## src/rtl/dual_port_mem_model.sv

```systemverilog
// Dual-port memory responder: fetch and data ports share one word array, each port
// has an in-order latency queue. Optional random stalls with MEM_MODEL_STALL_EN.
module dual_port_mem_model_fifo #(
  parameter int W       = 33,
  parameter int DEPTH   = 4,
  parameter int LATENCY = 1
) (
  input  logic         clk,
  input  logic         rst,
  input  logic         push,
  input  logic [W-1:0] push_data,
  input  logic [7:0]   now,
  output logic         room,
  output logic         pop,
  output logic [W-1:0] head_data
);
  localparam int PW = $clog2(DEPTH);
  localparam logic [PW:0] FULL = DEPTH[PW:0];

  logic [W-1:0]  data_q  [DEPTH];
  logic [7:0]    stamp_q [DEPTH];
  logic [PW-1:0] head;
  logic [PW-1:0] tail;
  logic [PW:0]   count;
  logic [7:0]    age;

  // Modulo-256 age stays correct across counter wrap since entries never wait that long.
  assign age       = now - stamp_q[head];
  assign pop       = (count != '0) && (age >= 8'(LATENCY));
  assign room      = (count < FULL) || pop;
  assign head_data = data_q[head];

  always_ff @(posedge clk) begin
    if (push) begin
      data_q[tail]  <= push_data;
      stamp_q[tail] <= now;
    end
  end

  always_ff @(posedge clk) begin
    if (rst) begin
      head  <= '0;
      tail  <= '0;
      count <= '0;
    end else begin
      if (push) tail <= tail + 1'b1;
      if (pop)  head <= head + 1'b1;
      count <= count + {{PW{1'b0}}, push} - {{PW{1'b0}}, pop};
    end
  end
endmodule

```

## config.mk

```make
export PLATFORM = sky130hd
export DESIGN_NAME = dual_port_mem_model_fifo
export DESIGN_NICKNAME = d
export VERILOG_FILES = /design/src/rtl/dual_port_mem_model.sv
export SDC_FILE = /design/constraint.sdc
export NUM_CORES = 1
export LEC_CHECK = 0
export ABC_AREA = 1
export BUFFER_PORTS_ARGS = -buffer_cell sky130_fd_sc_hd__buf_4
export CAP_MARGIN = 20
export CORE_ASPECT_RATIO = 1.2
export CORE_MARGIN = 4
export CORE_UTILIZATION = 55
export CTS_CLUSTER_DIAMETER = 150
export DETAILED_ROUTE_END_ITERATION = 6
export GPL_ROUTABILITY_DRIVEN = 0
export GPL_TIMING_DRIVEN = 0
export HOLD_SLACK_MARGIN = 0.08
export PLACE_DENSITY = 0.74
export SYNTH_ARGS = -nofsm -noshare
export SYNTH_HDL_FRONTEND = slang
export SYNTH_SLANG_ARGS = --single-unit
```

## constraint.sdc

```tcl
create_clock -name clk -period 4.6 [get_ports clk]
set_input_delay 0 -clock clk [delete_from_list [all_inputs] [get_ports clk]]
set_output_delay 0 -clock clk [all_outputs]
set_load 0.05 [all_outputs]
```

### Word-level counts from Yosys, hierarchy flattened

Memory sizes are Yosys's and may differ from the RTL's. A register that Yosys moved wholly into a read port is not among the register bits.
Cells that the tools add are included.

| word-level totals | value |
|---|---|
| flip-flop bits (word level) | 7 |
| memory bits (writable) | 164 |
| bits of input ports | 44 |
| output and inout bits | 35 |
| word-level logic and storage cells | 21 |
| memories kept | 2 |

| cells by class | value |
|---|---|
| add/sub/neg operators | 5 |
| order comparisons | 2 |
| multiplexer cells | 6 |
| reductions and logical operators | 3 |

Memories:

| memory | words | width | read ports | clocked after Yosys merged registers in | write ports | line | RTL |
|---|---|---|---|---|---|---|---|
| data_q | 4 | 33 | 1 | 1 | 1 | 20 | `logic [W-1:0] data_q [DEPTH];` |
| stamp_q | 4 | 8 | 1 | 1 | 1 | 21 | `logic [7:0] stamp_q [DEPTH];` |

Operator list:

| operator | count |
|---|---|
| 8-bit by 1-bit >= comparator with 1-bit output (second input constant) | 1 |
| 2-bit two-way mux | 4 |
| 8-bit subtractor | 1 |
| 2-bit by 1-bit adder with 2-bit output (second input constant) | 2 |
| 3-bit by 1-bit adder with 3-bit output | 1 |
| 3-bit less-than comparator (second input constant) | 1 |
| 3-bit nonzero test | 1 |
| 3-bit by 1-bit subtractor with 3-bit output | 1 |
| 1-bit two-way mux | 2 |
| 1-bit logical AND | 1 |
| 1-bit logical OR | 1 |

### Logic depth before layout (Yosys ltp)

Gate-level depths: netlist (run 1).

| depth | value |
|---|---|
| depth after elaboration | 5 |
| depth in mapped cells | 25 |
| depth with buffers taken out | 23 |

### Worst setup path before layout (run 1)

OpenSTA, ideal clock, no wires.

| timing path | value |
|---|---|
| path type | register to register |
| from | register (tool-made name) |
| to | register count[2] |
| setup time | 0.070 ns |
| arrival | 3.680 ns |
| data required time | 4.530 ns |
| setup slack | 0.850 ns |
| stages on the path, launching flop included | 24 |
| path buffers | 3 |
| period minus slack after synthesis | 3.750 ns |
| cells stage by stage | dfxtp_1 buf_2 inv_2 buf_2 clkbuf_1 o21ai_0 o22ai_1 ha_1 inv_1 fa_1 xor2_1 nor2_1 nand3_2 nor2_4 nand3_4 nand2_1 inv_1 ha_1 inv_1 ha_1 fa_1 inv_1 o21ai_0 a21oi_1 |

RTL lines:

| element | line | RTL |
|---|---|---|
| end signal, assigned | 48 | `count <= count + {{PW{1'b0}}, push} - {{PW{1'b0}}, pop};` |
| end, declared | 24 | `logic [PW:0] count;` |

==> results_dict.tcl, run 1 <==
set metrics [dict create \
    synth_fa_ha_area_share_pct 2.92 \
    hp-class "input pin to flop" \
    ys_seq_area_share_pct 73.7 \
    start_util_pct 56.7 \
    final-hold-violation-count 0 \
    die_w_um 110 \
    grtUsageMet3_pct 4.70 \
    cts_buffers 17 \
    synth-simple-area-share_pct 9.64 \
    drc 0 \
    synthTopCellsByCount "164 x edfxtp_1, 76 x nor2_1, 71 x o21ai_0, 59 x nand2_1, 34 x o22ai_1" \
    fin_ws_ns 0.394 \
    synth_xor_xnor_area_share_pct 0.253 \
    ir_drop_v 0.000410 \
    dieArea_um2 14500 \
    worst-path-max-fanout 10 \
    muxShareOfSynthArea_pct 0 \
    use_met2_pct 37.3 \
    fmax_ghz 0.238 \
    htreeDepth 4 \
    async_reset_ff_share_pct 0 \
    yosysMostFrequentCell "edfxtp_1" \
    synth_compound_area_share_pct 10.1 \
    crit_path_start_kind "flop" \
    final_nets 738 \
    grt_pass1_wl_um 23700 \
    dr.pass1.iters 5 \
    grt_antenna_before_repair 0 \
    clock-root-buffer "clkbuf_16" \
    ff2ff_path_depth 20 \
    synth-main-ff-cell "edfxtp_1" \
    final.setup.tns_ns 0 \
    grt_overflow 0 \
    tightestPinTransition_ns 0.592 \
    slew_headroom_pct 60.5 \
    clk_pin_slew_ns 0.06 \
    p_int_mw 3.30 \
    cts_setup_buffers 0 \
    synthesis.area_um2 6930 \
    worstPathRequired_ns 4.91 \
    regArea_um2 5100 \
    yosys.area.top_type "edfxtp_1" \
    grt.busiest_layer "met2" \
    io_buffers 78 \
    drive_gt1_share_pct 19.1 \
    routed_wl_um 14900 \
    grt_pass1_vias 4769 \
    nFillCells 847 \
    dieHeight_um 131 \
    yosysWarnings 0 \
    antenna_cells 0 \
    worstPathArrival_ns 4.51 \
    pin_count 79 \
    area_growth_pct 26.8 \
    drtAntennaViolNets 0 \
    holdPathStages 3 \
    switchingPower_mw 2.37 \
    slew_viol_final 0 \
    period_needed_ns 4.21 \
    p_clk_share_pct 23.3 \
    viasPerCell 5.55 \
    core_area_um2 12200 \
    skew_ns 0.0113 \
    grt_max_degree 36 \
    ys_top_cells_by_area "edfxtp_1 71%, o21ai_0 5.1%, nor2_1 4.1%, nand2_1 3.2%, o22ai_1 3.1%" \
    drt_iter0_drc 392 \
    power_density_nw_per_um2 645 \
    drv_cap 0 \
    grt_usage_pct 21.3 \
    multiInputGateArea_um2 1590 \
    wl_per_cell_um 17.4 \
    grt_util_met1_pct 25.7 \
    postSynthAreaPerCell_um2 13.0 \
    place_ws_ns 0.352 \
    hpwlAfterDp_um 9110 \
    vias 4732 \
    ys_ff_latch 173 \
    clk_path_buf_depth 2 \
    cts_sinks 173 \
    critPathCaptureType "flop" \
    pwr-share-seq_pct 32.6 \
    insertion_delay_ns 0.42 \
    combinationalPowerShare_pct 44.1 \
    netSwitchingFraction_pct 41.8 \
    synth_top_family_by_area "compound AO/OA/AOI/OAI gates" \
    syn-num-nets 594 \
    p_leak_nw 3.29 \
    rows 44 \
    synth_edf_count 164 \
    cts_resized 0 \
    syn_inst 535 \
    cts_tree "done" \
    setup_viol 0 \
    synth_top_area_share_pct 71.1 \
    ys_types 25 \
    rsz0062_at_grt "false" \
    period_share_pct 91.4 \
    path_class "flop to flop" \
    status "finished clean" \
]
cell usage in the layout, fill, tap and decap left out, drive strengths merged:
cell,n
nand2,63
dlygate4sd3,44
bufinv,1
nand3b,2
a21oi,13
ha,13
xor2,2
nand4,4
clkinvlp,4
a32o,6
nand3,12
buf,86
and2,1
clkbuf,40
inv,38
clkinv,6
nor2,77
o21ai,71
o22ai,34
edfxtp,164
fa,2
dfxtp,9
path summary, 6_finish.rpt:
check / start / end / slack [ns]
max reg2reg: flop / count[0] / 0.39
min: rst / count[1] / 0.32
max: flop / count[0] / 0.39
min reg2reg: head[0] / head[0] / 0.51
cell families after synthesis:
| group | after synthesis |
|---|---|
| compound gates | 124 |
| buf+inv | 62 |
| xor+xnor | 2 |
| fa+ha+maj | 15 |
| flops | 173 |
| simple gates | 159 |
layer usage:
metal	part of all wire [%]	vias up	wire (um)
met5	0	-	0
met4	2.1	0	311
met3	5.3	25	788
met2	53	162	7820
met1	40	2316	5940
li1	-	2229	-
cell type report:
cell class / instances / area share (%)
Sequential cell: 173 / 58.1
Clock buffer: 19 / 4.93
Multi-Input combinational cell: 300 / 18.0
Clock inverter: 13 / 1.35
Inverter: 36 / 1.54
Buffer: 25 / 1.15
Tap cell: 161 / 2.29
Timing Repair Buffer: 126 / 12.6
power groups by stage:
stage	registers [mW]	logic [mW]	clock network, mW
floorplan	1.87	1.72	0
global placement	1.88	2.39	0
detailed placement	1.88	2.45	0
CTS	1.85	2.50	1.33
global route	1.85	2.69	1.41
finish	1.85	2.50	1.32
per-stage QoR:
step | power, mW | cell area, um^2 | hold slack [ns] | util, % | std cells
after global routing | 5.96 | 8790 | 0.315 | 71.9 | 853
after floorplan | 3.59 | 6930 | 0.0712 | - | 535
after global placement | 4.27 | 7720 | 0.178 | 63.1 | 774
after detailed placement | 4.33 | 7800 | 0.183 | 63.8 | 778
after CTS | 5.68 | 8790 | 0.293 | 71.9 | 854
final | 5.67 | 8790 | 0.322 | 71.9 | 853
state kept, by name, summed over array words and instances, names as in the netlist, named ones only:
name	cells
data_q	132
stamp_q	32
count	3
head	2
tail	2
repair_timing:
| item | in CTS | in global routing |
|---|---|---|
| hold buffers | 44 | 0 |
| endpoints found under the hold margin | 179 | 0 |
| setup endpoints to repair | 0 | 1 |
worst max-delay path, stage by stage, from the launching register on:
cell           delay (ns)
dfxtp_1              0.36
buf_4                0.19
clkbuf_1             0.45
o21ai_0              0.20
o22ai_1              0.24
ha_1                 0.19
inv_1                0.07
fa_1                 0.44
xor2_1               0.19
nor2_1               0.12
nand3_2              0.10
nor2_4               0.11
nand3_4              0.10
nand2_1              0.09
inv_1                0.06
ha_1                 0.27
inv_1                0.04
ha_1                 0.26
inv_1                0.05
nor2_1               0.03
dlygate4sd3_1        0.54
(Power assumes the default switching activity.)
==> inputs of run 2 (changes only) <==
CORE_ASPECT_RATIO = 1.4   (was 1.2)
==> run 2 against run 1 <==
Effect of this change:
- first-iteration DRC count fell by 26%
- cell count fell by 1.3%
- core utilization fell by 0.19 points
- clock power rose by 11%
- combinational power rose by 2%
- total power rose by 3.3%
- via count rose by 1.5%
- register-to-register slack got worse by 0.03 ns
- critical endpoint unchanged
- largest cell class unchanged
==> results_dict.tcl, run 2 (synthesized netlist as in run 1, its figures left out) <==
set metrics [dict create \
    slew_headroom_pct 60.0 \
    vias 4801 \
    largest_registers "data_q x132, stamp_q x32, count x3" \
    io_buffers 78 \
    setup_viol 0 \
    grt_usage_pct 22.8 \
    start_util_pct 56.3 \
    status "finished clean" \
    p_leak_nw 3.31 \
    insertion_delay_ns 0.42 \
    grt_max_degree 37 \
    cts_tree "done" \
    utilization_pct 71.7 \
    path_class "flop to flop" \
    worst-path-max-fanout 10 \
    worstPathArrival_ns 4.54 \
    cts_sinks 173 \
    die_w_um 103 \
    viasPerCell 5.70 \
    dieHeight_um 141 \
    layout_common_cells "164 x edfxtp_1, 79 x buf_4, 76 x nor2_1, 71 x o21ai_0, 59 x nand2_1" \
    wl_per_cell_um 19.0 \
    htreeDepth 4 \
    ir_drop_v 0.000406 \
    regMostFlops "data_q" \
    finalPower_mw 5.85 \
    slew_viol_final 0 \
    cts_setup_buffers 0 \
    dr.pass1.iters 5 \
    core_area_um2 12300 \
    fmax_ghz 0.236 \
    grt_pass1_wl_um 24500 \
    routed_wl_um 16000 \
    largest_register_ff_count 132 \
    grt_pass1_vias 5005 \
    rsz0062_at_grt "false" \
    drc 0 \
    regArea_um2 5100 \
    clk_path_buf_depth 2 \
    clk_pin_slew_ns 0.06 \
    final_nets 738 \
    rows 48 \
    area_growth_pct 27.4 \
    final-hold-violation-count 0 \
    cts_resized 0 \
    period_share_pct 92.1 \
    worstPathRequired_ns 4.91 \
    nFillCells 768 \
    hp-class "input pin to flop" \
    final_common_cell "edfxtp_1" \
    cts_buffers 17 \
    power_density_nw_per_um2 663 \
    drtAntennaViolNets 0 \
    period_needed_ns 4.23 \
    drive_gt1_share_pct 18.5 \
    grt_overflow 0 \
    critPathCaptureType "flop" \
    fin_ws_ns 0.366 \
    pin_count 79 \
    drt_iter0_drc 290 \
    skew_ns 0.00561 \
    multiInputGateArea_um2 1590 \
    antenna_cells 0 \
    drv_cap 0 \
    hpwlAfterDp_um 9490 \
    place_ws_ns 0.216 \
    dieArea_um2 14500 \
    tightestPinTransition_ns 0.599 \
    crit_path_start_kind "flop" \
    clock-root-buffer "clkbuf_16" \
    grt_antenna_before_repair 0 \
    final.setup.tns_ns 0 \
]
## run 2: changes by cell type in the layout (fill, tap and decap cells not counted)
| cell | previous run | this run |
|---|---|---|
| clkinv_4 | 3 | 1 |
| clkinv_1 | 0 | 3 |
| inv_6 | 2 | 0 |
| clkbuf_1 | 23 | 24 |
| bufinv_16 | 1 | 4 |
| clkinv_2 | 3 | 0 |
## run 2: per-stage QoR
stage / hold WS, ns / area, um^2 / cells
floorplan: 0.0712 / 6930 / 535
global placement: 0.176 / 7700 / 763
detailed placement: 0.178 / 7780 / 767
CTS: 0.285 / 8830 / 843
global route: 0.304 / 8830 / 842
finish: 0.296 / 8830 / 842
## run 2: where the power goes
group          switching [mW]  internal [mW]  total [mW]
Combinational            1.80          0.740        2.54
Clock                   0.558          0.904        1.46
Sequential             0.0287           1.82        1.85
Total                    2.39           3.46        5.85
## run 2: final cells by class
type                            instances  share of cell area [%]
Timing Repair Buffer                  126                    12.5
Inverter                               36                    1.53
Tap cell                              150                    2.13
Clock buffer                           20                    4.95
Clock inverter                         12                    1.93
Buffer                                 25                    1.15
Sequential cell                       173                    57.8
Multi-Input combinational cell        300                    18.0
## run 2: metal layers
layer	vias to the layer above	track usage [%]	routed length (um)
met5	-	0	0
met4	0	9.82	495
met3	42	4.55	858
met2	188	41.6	8760
met1	2350	25.2	5890
li1	2221	-	-
## run 2: what timing repair did
action | CTS | global route
hold buffers | 44 | 0
endpoints found under the hold margin | 184 | 0
endpoints found under the setup margin | 0 | 3
## run 2: path summary, 6_finish.rpt
path	startpoint	end	slack (ns)	cells after the start
max	flop	count[0]	0.37	21
min	rst	count[1]	0.30	3
max reg2reg	flop	count[0]	0.37	21
min reg2reg	head[0]	head[0]	0.51	2
## run 2: critical path, cell delays in order, from the launching register on
cell and delay (ns):
dfxtp_1 0.34, buf_4 0.19, clkbuf_1 0.44, o21ai_0 0.17, o22ai_1 0.24, ha_1 0.19, inv_1 0.07, fa_1 0.44
nand3_1 0.12, nand4_1 0.08, nand2_1 0.12, nand3_2 0.11, nor2_4 0.12, nand3_4 0.11, nand2_1 0.10, inv_1 0.07
ha_1 0.29, inv_1 0.04, ha_1 0.26, inv_1 0.05, nor2_1 0.04, dlygate4sd3_1 0.54
==> inputs of run 3 (changes only) <==
BUFFER_PORTS_ARGS = unset   (was -buffer_cell sky130_fd_sc_hd__buf_4)
DONT_BUFFER_PORTS = 1   (was unset)
PLACE_DENSITY = 0.68   (was 0.74)
==> run 3 against run 2 <==
Effect of this change:
- hold slack worse by 0.13 ns
- clock-buffer cell count up 2
- total power down 7.9%
- critical path depth increased by 1
- core utilization down 5.1 points
- via count decreased by 8.8%
- worst setup slack better by 0.073 ns
- register-to-register slack improved by 0.07 ns
- die area unchanged
- critical endpoint is now count[2]
- highest routed layer unchanged
==> results_dict.tcl, run 3 (synthesized netlist as in run 1, its figures left out) <==
set metrics [dict create \
    cts_tree "done" \
    area_growth_pct 18.4 \
    fmax_ghz 0.240 \
    grt_max_degree 37 \
    layout_common_cells "164 x edfxtp_1, 76 x nor2_1, 71 x o21ai_0, 59 x nand2_1, 43 x dlygate4sd3_1" \
    period_share_pct 90.5 \
    holdWs_ns 0.166 \
    rows 48 \
    final.setup.tns_ns 0 \
    power_density_nw_per_um2 657 \
    slew_headroom_pct 19.7 \
    tightestPinTransition_ns 1.22 \
    io_buffers 0 \
    layoutNonFillerInstCount 763 \
    drtAntennaViolNets 0 \
    worst-path-max-fanout 19 \
    antenna_cells 0 \
    grt_usage_pct 21.2 \
    dpl_cell_area_um2 7200 \
    largest_register_ff_count 132 \
    pin_count 79 \
    htreeDepth 4 \
    start_util_pct 56.3 \
    slew_viol_final 0 \
    cts_sinks 173 \
    worstPathArrival_ns 4.51 \
    final-hold-violation-count 0 \
    grt_antenna_before_repair 0 \
    largest_registers "data_q x132, stamp_q x32, count x3" \
    drc 0 \
    hp-class "input pin to flop" \
    wl_per_cell_um 19.6 \
    worstPathRequired_ns 4.95 \
    r2r_slack_ns 0.44 \
    insertion_delay_ns 0.42 \
    die_w_um 103 \
    drt_iter0_drc 278 \
    finalPower_mw 5.39 \
    place_inst 689 \
    place_ws_ns -0.0169 \
    core_area_um2 12300 \
    cts_buffers 17 \
    crit_path_start_kind "flop" \
    grt_overflow 0 \
    regMostFlops "data_q" \
    critPathCaptureType "flop" \
    status "finished clean" \
    p_leak_nw 2.93 \
    vias 4380 \
    hpwlAfterDp_um 9080 \
    final_common_cell "edfxtp_1" \
    grt_pass1_vias 4510 \
    period_needed_ns 4.16 \
    clock-root-buffer "clkbuf_16" \
    clk_pin_slew_ns 0.06 \
    setup_viol 0 \
    routed_wl_um 14900 \
    path_class "flop to flop" \
    utilization_pct 66.6 \
    rsz0062_at_grt "false" \
    drv_cap 0 \
    drive_gt1_share_pct 9.30 \
    fin_area_um2 8210 \
    dr.pass1.iters 5 \
    viasPerCell 5.74 \
    ir_drop_v 0.000464 \
    dieHeight_um 141 \
    skew_ns 0.00632 \
    final_nets 659 \
    grt_pass1_wl_um 23000 \
    clk_path_buf_depth 2 \
    dieArea_um2 14500 \
    fin_ws_ns 0.438 \
]
## run 3: cell count changes in the layout (fill, tap and decap cells not counted), moves of 2 or more
cell / before / now
bufinv_16: 4 / 2
clkbuf_2: 0 / 5
buf_4: 79 / 1
clkinv_1: 3 / 0
clkinv_2: 0 / 2
clkbuf_1: 24 / 20
## run 3: layout make-up
| cell class | instances | area [um^2] |
|---|---|---|
| Buffer | 25 | 110 |
| Clock buffer | 22 | 454 |
| Clock inverter | 10 | 118 |
| Fill cell | 904 | 4110 |
| Inverter | 36 | 135 |
| Multi-Input combinational cell | 300 | 1590 |
| Sequential cell | 173 | 5100 |
| Tap cell | 150 | 188 |
| Timing Repair Buffer | 47 | 510 |
## run 3: worst max-delay path, cell delays in order, from the launching register on
cell      delay, ns
dfxtp_1        0.30
buf_2          0.18
inv_2          0.09
clkbuf_4       0.29
o21ai_0        0.14
o22ai_1        0.21
ha_1           0.20
inv_1          0.07
fa_1           0.43
xor2_1         0.19
nor2_1         0.12
nand3_2        0.10
nor2_4         0.10
nand3_4        0.10
nand2_1        0.09
inv_1          0.22
ha_1           0.37
inv_1          0.04
ha_1           0.18
fa_1           0.37
inv_1          0.08
o21ai_0        0.09
a21oi_1        0.11
## run 3: power by group
group          switching (mW)  internal, mW  total (mW)
sequential             0.0284          1.82        1.85
clock                   0.563         0.814        1.38
combinational            1.70         0.467        2.17
total                    2.29          3.10        5.39
## run 3: final timing paths
path,from,to,cells after the start
hold reg to reg,head[0],flop,2
hold / removal,now[7],flop,7
setup reg to reg,flop,count[2],22
setup / recovery,flop,count[2],22
## run 3: repair_timing
| action | in CTS | in global routing |
|---|---|---|
| hold endpoints to repair | 206 | 0 |
| hold buffers | 43 | 0 |
| endpoints found under the setup margin | 1 | 2 |
| buffers inserted | 0 | 0 |
| resized for setup | 0 | 11 |
## run 3: layer usage
layer	track usage [%]	wire (um)
met3	5.89	822
met4	6.14	199
met1	25.5	6040
met5	0	0
met2	37.0	7860
